[src/rtl/instruction_sequencer.sv]
// instruction_sequencer
// Fetches one 10-bit instruction word at a time and steps a 2-bit timestep
// (T0..T3) for an external controller. The controller ends the instruction
// with Clr. If Clr never arrives, the instruction is forcibly retired after T3
// and a sticky error is raised. Every output comes straight from a register,
// so there is no combinational path from any input to any output.

module instruction_sequencer (
   input  logic       Clock,
   input  logic       Resetn,
   input  logic [9:0] Data,
   input  logic       InstValid,
   output logic       InstReady,
   input  logic       Clr,
   input  logic       Stall,
   output logic [9:0] INST,
   output logic [1:0] T,
   output logic       Busy,
   output logic       Done,
   output logic       Err,
   output logic [7:0] InstCount
);

   typedef enum logic [1:0] {
      S_IDLE = 2'b00,
      S_EXEC = 2'b01,
      S_DONE = 2'b10
   } state_t;

   state_t     state_r;
   logic [9:0] inst_r;
   logic [1:0] t_r;
   logic [7:0] count_r;
   logic       err_r;
   logic       done_r;
   logic       busy_r;
   logic       ready_r;

   // Sequencer FSM; the status flags are loaded with the values of the state being entered
   always_ff @(posedge Clock) begin
      if (!Resetn) begin
         state_r <= S_IDLE;
         inst_r  <= 10'd0;
         t_r     <= 2'd0;
         count_r <= 8'd0;
         err_r   <= 1'b0;
         done_r  <= 1'b0;
         busy_r  <= 1'b0;
         ready_r <= 1'b1;
      end else begin
         case (state_r)
            S_IDLE: begin
               if (InstValid) begin
                  // The accept cycle itself is T0, so execution starts at T1
                  inst_r  <= Data;
                  t_r     <= 2'd1;
                  state_r <= S_EXEC;
                  ready_r <= 1'b0;
                  busy_r  <= 1'b1;
                  done_r  <= 1'b0;
               end else begin
                  ready_r <= 1'b1;
                  busy_r  <= 1'b0;
                  done_r  <= 1'b0;
               end
            end
            S_EXEC: begin
               if (Clr) begin
                  // Normal retire; Clr outranks Stall
                  t_r     <= 2'd0;
                  count_r <= count_r + 8'd1;
                  state_r <= S_DONE;
                  done_r  <= 1'b1;
                  busy_r  <= 1'b0;
                  ready_r <= 1'b0;
               end else if (Stall) begin
                  t_r     <= t_r;
               end else if (t_r != 2'd3) begin
                  t_r     <= t_r + 2'd1;
               end else begin
                  // Overran T3 without Clr: retire anyway, no Done pulse
                  err_r   <= 1'b1;
                  t_r     <= 2'd0;
                  count_r <= count_r + 8'd1;
                  state_r <= S_IDLE;
                  done_r  <= 1'b0;
                  busy_r  <= 1'b0;
                  ready_r <= 1'b1;
               end
            end
            S_DONE: begin
               t_r     <= 2'd0;
               state_r <= S_IDLE;
               done_r  <= 1'b0;
               busy_r  <= 1'b0;
               ready_r <= 1'b1;
            end
            default: begin
               // Unused encoding: recover to IDLE
               t_r     <= 2'd0;
               state_r <= S_IDLE;
               done_r  <= 1'b0;
               busy_r  <= 1'b0;
               ready_r <= 1'b1;
            end
         endcase
      end
   end

   assign InstReady = ready_r;
   assign INST      = inst_r;
   assign T         = t_r;
   assign Busy      = busy_r;
   assign Done      = done_r;
   assign Err       = err_r;
   assign InstCount = count_r;

endmodule

[config.mk]
export PLATFORM = sky130hd
export DESIGN_NAME = instruction_sequencer
export DESIGN_NICKNAME = d
export VERILOG_FILES = /design/src/rtl/instruction_sequencer.sv
export SDC_FILE = /design/constraint.sdc
export NUM_CORES = 1
export LEC_CHECK = 0
export CAP_MARGIN = 20
export CELL_PAD_IN_SITES_DETAIL_PLACEMENT = 1
export CELL_PAD_IN_SITES_GLOBAL_PLACEMENT = 1
export CORE_ASPECT_RATIO = 0.9
export CORE_MARGIN = 2
export CORE_UTILIZATION = 32
export DETAILED_ROUTE_END_ITERATION = 7
export HOLD_SLACK_MARGIN = 0.08
export PLACE_DENSITY_LB_ADDON = 0.1
export SETUP_SLACK_MARGIN = 0.2
export SKIP_LAST_GASP = 1
export SLEW_MARGIN = 20
export SYNTH_ARGS = -nofsm -noshare
export SYNTH_HDL_FRONTEND = slang
export SYNTH_SLANG_ARGS = --single-unit
[constraint.sdc]
create_clock -name Clock -period 2 [get_ports Clock]
set_input_delay 0.3 -clock Clock [delete_from_list [all_inputs] [get_ports Clock]]
set_output_delay 0.3 -clock Clock [all_outputs]
set_load 0.02 [all_outputs]
==> implementation parameters, run 1 <==
Parameter                              Value

Run status
  Status ... complete, no violations

Critical path
  Critical R2R Launch ... T[0]
  Kind of launch point of the worst setup path ... flop
  Critical path data required time ... 1.70 ns
  Family of cells with the greatest summed delay on the critical path ... buffers and inverters
  CP max stage cell ... sky130_fd_sc_hd__clkdlybuf4s50_1
  Reg-to-reg setup timing slack ... 0.49 ns
  Critical path buffers and inverters ... 1
  CP peak stage delay ... 0.64 ns
  Cells along the critical path ... clkdlybuf4s50_1
  Worst Reg-to-Reg Cells ... 6
  Kind of end point of the critical path ... output port
  Largest fanout on the critical path ... 5
  Reg2Reg Capture Point ... InstCount[1]
  Kind of critical path ... reg2out
  CP arrival ... 1.33 ns

STA
  Shortest clock period the worst path allows after layout ... 1.634 ns
  Highest attainable clock frequency ... 611.8 MHz
  Tcrit/Tclk final ... 0.8172
  Number of failing setup endpoints in the final timing report ... 0
  Measured slew at the worst slew-check pin ... 0.3593 ns
  Slew HR ... 0.7596
  Worst clock skew ... 0.003704 ns
  Setup repair after global routing missed its margin ... false
  Final hold violation count ... 0
  Count of final max-slew check failures ... 0
  Total Negative Setup Slacks ... 0 ns

Power
  Pwr dens ... 634.6 nW/um^2
  Leakage power of the design ... 0.5993 nW
  PnR Total Power ... 0.001029 W
  Worst vdd ir ... 0.0004126 V

Cells and area
  Area Growth Syn to Fin ... 41.49%
  Fin cells ... 207
  Number of antenna cells inserted ... 0
  Commonest cells after routing, fill and taps aside ... 38 x sky130_fd_sc_hd__clkdlybuf4s50_1, 26 x sky130_fd_sc_hd__dfxtp_1, 25 x sky130_fd_sc_hd__nand2_1
  Share of cells above drive strength 1 ... 0.07362
  Most common cell after layout, fill and taps aside ... sky130_fd_sc_hd__clkdlybuf4s50_1
  Post-layout nets ... 182

Hold path
  Min-delay src ... INST[4]
  Terminating pin of the worst hold path ... INST[4]
  Hold Crit Depth ... 2
  Type of the most critical hold path ... reg2reg

Logic synthesis
  Total standard cell area after synthesis ... 1146 sq um
  Total of warnings raised by yosys ... 0
  Sequential-to-total area share from yosys stat ... 0.4541
  Number of flip-flops and latches in the synthesized netlist ... 26
  Cell count after synthesis ... 124
  Number of different library cells in the post-synthesis netlist ... 32
  Net count of the mapped netlist ... 141
  Synthesized area per cell ... 9.243 sq um

Placed design
  Placed cells ... 204
  Routability-driven placement congestion ratio ... 0.6793
  Count of input and output buffers ... 38
  Placed wire-length estimate ... 2038 microns

Global route
  Remaining global-route overflow ... 0
  Wire length of the first global-routing pass ... 4429 microns
  Antenna violations before repair ... 0
  GRT Resource Usage Total ... 0.1471
  Pin count of the biggest net entering global routing ... 29
  Vias in the first global route ... 973

Die
  Total die area ... 4077 sq um
  Floorplan die height ... 60.78 microns
  Placeable core region ... 3403 sq um
  Number of rows created at floorplan ... 20
  Initial standard-cell utilization of the core ... 0.3368
  Die extent in x ... 67.09 microns
  Num ports ... 39

Clock tree
  Number of buffers inserted by post-CTS setup repair ... 0
  Clock tree from TritonCTS ... yes
  Clock slew at the register clock pins of the worst setup and hold paths ... 0.09 ns
  Bufs on Longest Clock Path ... 2
  Clk_lat worst skew ... 0.27 ns
  Number of hold buffers added after CTS ... 0
  Count of H-tree levels built during CTS ... 1
  Post-cts sizing count ... 0
  Number of clock sinks ... 26
  Clock root buffer master ... sky130_fd_sc_hd__clkbuf_8
  Total CTS buffers ... 3

Drt
  Post-detailed-routing wire length ... 2820 microns
  Drt wl/cell ... 13.62 microns
  Number of antenna-violating nets in the routed design ... 0
  DRC viols ... 0
  DR vias ... 1011
  Iter 0 DRT Violations ... 61
  Detailed Routing Iterations Pass 1 ... 3
  Via density per instance ... 4.884

Run
  Maximum Capacitance Violations ... 0
[stage by stage]
step | util | setup slack (ns) | cell area (sq um) | hold WS [ns]
floorplan | - | 0.4333 | 1146 | 0.4449
global placement | 0.4643 | 0.3271 | 1580 | 0.4472
detailed placement | 0.4643 | 0.2846 | 1580 | 0.4586
CTS | 0.4765 | 0.3506 | 1622 | 0.4713
global route | 0.4765 | 0.3154 | 1622 | 0.4937
finish | 0.4765 | 0.3655 | 1622 | 0.4684
[layout make-up]
| cell class | instances | area [sq um] |
|---|---|---|
| repair buffers | 42 | 410.4 |
| flip-flops and latches | 26 | 520.5 |
| fillers | 411 | 1782 |
| well taps | 44 | 55.05 |
| multi-input cells | 92 | 594.3 |
| clock buffers | 3 | 41.29 |
[power breakdown]
group | internal [W] | switching (W)
clock | 0.000135 | 0.000159
combinational | 0.0000910 | 0.0000856
sequential | 0.000540 | 0.0000183
total | 0.000766 | 0.000263
[synth_stat cells, drive strengths merged]
library cell | number | area (sq um)
dfxtp | 26 | 520.5
nand2b | 3 | 18.77
nand4 | 1 | 6.260
o21a | 1 | 7.510
nand2 | 26 | 100.1
o221ai | 1 | 8.760
nor2 | 8 | 30.03
a31oi | 1 | 6.260
clkbuf | 4 | 15.01
o2111ai | 2 | 17.52
o211ai | 2 | 15.01
ha | 2 | 25.02
a21oi | 4 | 20.02
and4b | 1 | 10.01
and2 | 6 | 37.54
mux2i | 4 | 40.04
nor3b | 4 | 35.03
o22ai | 1 | 6.260
and3b | 1 | 8.760
xnor2 | 5 | 43.79
nor4b | 1 | 23.77
nand3 | 1 | 5.000
nor2b | 4 | 35.03
o21ai | 1 | 5.000
a21boi | 11 | 82.58
and3 | 1 | 6.260
buf | 2 | 16.26
[sequential cells by signal (all words and copies together) (netlist names)]
register,flops
T,2
Busy,1
Done,1
InstCount,8
InstReady,1
state_r,2
INST,10
Err,1
[metal layers]
layer,vias up,track usage,routed length [microns]
met4,0,0.04373,16
met1,486,0.1852,1311
li1,500,-,-
met2,23,0.2461,1350
met3,2,0.04267,141
met5,-,0,0
[worst max path at each step]
stage | startpoint | end | slack [ns] | cells past startpoint
3_5_place_dp | Stall | InstCount[1] | 0.28 | 6
5_1_grt | InstCount[2] | InstCount[2] | 0.32 | 1
4_1_cts | InstCount[0] | InstCount[0] | 0.35 | 1
3_3_place_gp | Stall | InstCount[3] | 0.33 | 6
2_1_floorplan | T[0] | InstCount[7] | 0.43 | 5
6_report | InstCount[2] | InstCount[2] | 0.37 | 1
[cell families (layout without fill, tap and decap cells)]
logic type,after synthesis,in the layout,synth area share
fa+ha+maj,2,2,0.02183
simple gates,57,57,0.2762
compound gates,24,24,0.1474
xor+xnor,5,5,0.03821
flops,26,26,0.4541
mux,4,4,0.03494
buf+inv,6,45,0.02728
Power figures use the tool's default switching activity.
==> run 2: changes to the inputs <==
==> constraint.sdc (replaced) <==
create_clock -name Clock -period 1.6 [get_ports Clock]
set_input_delay 0.24 -clock Clock [delete_from_list [all_inputs] [get_ports Clock]]
set_output_delay 0.24 -clock Clock [all_outputs]
set_load 0.02 [all_outputs]
==> implementation parameters, run 2 (synthesis results as in run 1) <==
Parameter                              Value

Hold path
  Hold Crit Depth ... 2
  Type of the most critical hold path ... reg2reg
  Min-delay src ... INST[0]
  Terminating pin of the worst hold path ... INST[0]

Global route
  Antenna violations before repair ... 0
  Pin count of the biggest net entering global routing ... 29
  Remaining global-route overflow ... 0
  Vias in the first global route ... 1045
  Wire length of the first global-routing pass ... 4781 microns
  GRT Resource Usage Total ... 0.1599

Cells and area
  Number of flip-flops in the largest register ... 10
  Number of antenna cells inserted ... 0
  Post-layout nets ... 189
  Area Growth Syn to Fin ... 49.78%
  Commonest cells after routing, fill and taps aside ... 25 x sky130_fd_sc_hd__nand2_1, 24 x sky130_fd_sc_hd__dlygate4sd2_1, 23 x sky130_fd_sc_hd__dfxtp_1
  Most common cell after layout, fill and taps aside ... sky130_fd_sc_hd__nand2_1
  Share of cells above drive strength 1 ... 0.1579

Critical path
  CP peak stage delay ... 0.37 ns
  CP max stage cell ... sky130_fd_sc_hd__dfxtp_4
  Worst Reg-to-Reg Cells ... 6
  Largest fanout on the critical path ... 5
  Reg-to-reg setup timing slack ... 0.25 ns
  Reg2Reg Capture Point ... InstCount[5]
  Kind of critical path ... reg2reg
  Critical path data required time ... 1.78 ns
  Critical path buffers and inverters ... 1
  Kind of end point of the critical path ... flop
  Critical R2R Launch ... T[1]
  Family of cells with the greatest summed delay on the critical path ... flip-flops
  Kind of launch point of the worst setup path ... flop
  Cells along the critical path ... ha_4 -> nor2b_4 -> buf_6 -> o2111ai_1 -> xnor2_1 -> and2_1
  CP arrival ... 1.53 ns
  CP Launch Point ... T[1]

Run status
  Status ... complete, no violations

Drt
  Post-detailed-routing wire length ... 2954 microns
  DR vias ... 1016
  Drt wl/cell ... 13.74 microns
  Detailed Routing Iterations Pass 1 ... 4
  Iter 0 DRT Violations ... 14
  DRC viols ... 0
  Number of antenna-violating nets in the routed design ... 0
  Via density per instance ... 4.726

Placed design
  Count of input and output buffers ... 38
  Placed wire-length estimate ... 2067 microns
  Routability-driven placement congestion ratio ... 0.6820
  Pre-CTS setup slack ... -0.09269 ns

Clock tree
  Clk_lat worst skew ... 0.28 ns
  Clock slew at the register clock pins of the worst setup and hold paths ... 0.09 ns
  Total CTS buffers ... 3
  Bufs on Longest Clock Path ... 2
  Count of H-tree levels built during CTS ... 1
  Clock tree from TritonCTS ... yes
  Number of clock sinks ... 26
  Clock root buffer master ... sky130_fd_sc_hd__clkbuf_8

STA
  Number of failing setup endpoints in the final timing report ... 0
  Shortest clock period the worst path allows after layout ... 1.348 ns
  Final hold violation count ... 0
  Worst clock skew ... 0.001802 ns
  Count of final max-slew check failures ... 0
  Measured slew at the worst slew-check pin ... 0.3770 ns
  Worst path setup slack after routing ... 0.2521 ns
  Setup repair after global routing missed its margin ... true
  Total Negative Setup Slacks ... 0 ns
  Slew HR ... 0.7481
  Tcrit/Tclk final ... 0.8424
  Highest attainable clock frequency ... 741.9 MHz

Die
  Total die area ... 4077 sq um
  Number of rows created at floorplan ... 20
  Die extent in x ... 67.09 microns
  Initial standard-cell utilization of the core ... 0.3368
  Floorplan die height ... 60.78 microns
  Placeable core region ... 3403 sq um
  Num ports ... 39

Power
  Part of the total power dissipated in the clock network ... 0.377
  Switching portion of total power ... 0.2403
  Worst vdd ir ... 0.0003685 V
  Leakage power of the design ... 0.7580 nW
  Part of the total power dissipated in combinational logic ... 0.149
  Pwr dens ... 856.7 nW/um^2
  Power Internal ... 0.001117 W
  Seq pwr share ... 0.473
  PnR Total Power ... 0.001471 W
  Switching power of the nets ... 0.0003534 W

Run
  Maximum Capacitance Violations ... 0
[run 2: cell count changes in the layout (fill, tap and decap cells not counted), sizes merged]
cell,change
bufinv,+1
dlymetal6s2s,+1
dlygate4sd2,+24
clkdlybuf4s50,-25
buf,+7
[run 2: metrics by stage]
| step | cell area (sq um) | utilization | hold WS, ns | cells |
|---|---|---|---|---|
| final | 1717 | 0.5044 | 0.4628 | 215 |
| after global routing | 1717 | 0.5044 | 0.4897 | 215 |
| after CTS | 1693 | 0.4974 | 0.4665 | 214 |
| after detailed placement | 1610 | 0.4732 | 0.4549 | 207 |
| after global placement | 1610 | 0.4732 | 0.4468 | 207 |
| after floorplan | 1154 | - | 0.3849 | 124 |
[run 2: layout make-up]
cell class              instances  area [sq um]
clock buffers                   3         41.29
well taps                      44         55.05
flip-flops and latches         26         526.8
fillers                       408          1687
repair buffers                 49         439.2
multi-input cells              92         624.3
clock inverters                 1         30.03
[run 2: worst reg2reg max path, delay by kind of cell, from the launching register on]
family,cells,cell delay (ns)
buffers and inverters,1,0.13
xor gates and xnor gates,1,0.15
DFF,1,0.37
and+or+nand+nor,2,0.36
AOI/OAI and AO/OA,1,0.12
adders and majority gates,1,0.13
[run 2: power by group through the flow]
stage / sequential [W] / clock, W / combinational [W]
floorplan: 0.000742 / 0 / 0.0000825
global placement: 0.000712 / 0 / 0.000225
detailed placement: 0.000714 / 0 / 0.000231
CTS: 0.000697 / 0.000577 / 0.000223
global route: 0.000701 / 0.000602 / 0.000241
finish: 0.000696 / 0.000555 / 0.000220
[run 2: worst max-delay path by stage]
stage,end,cells after the start
2_1_floorplan,InstCount[7],5
3_3_place_gp,InstCount[7],5
3_5_place_dp,InstCount[7],5
4_1_cts,InstCount[1],6
5_1_grt,Busy,6
6_report,InstCount[5],6
[run 2: metal layers]
metal	track usage	up-vias	wire [microns]
met5	0	-	0
met4	0.07872	0	57
met3	0.02226	5	116
met2	0.2829	22	1468
met1	0.1916	475	1312
li1	-	514	-
[run 2: repair_timing]
action	in CTS	in global routing
setup buffers	3	1
hold buffers	0	0
setup endpoints to repair	28	11
pin swaps	1	4
resized for setup	28	5
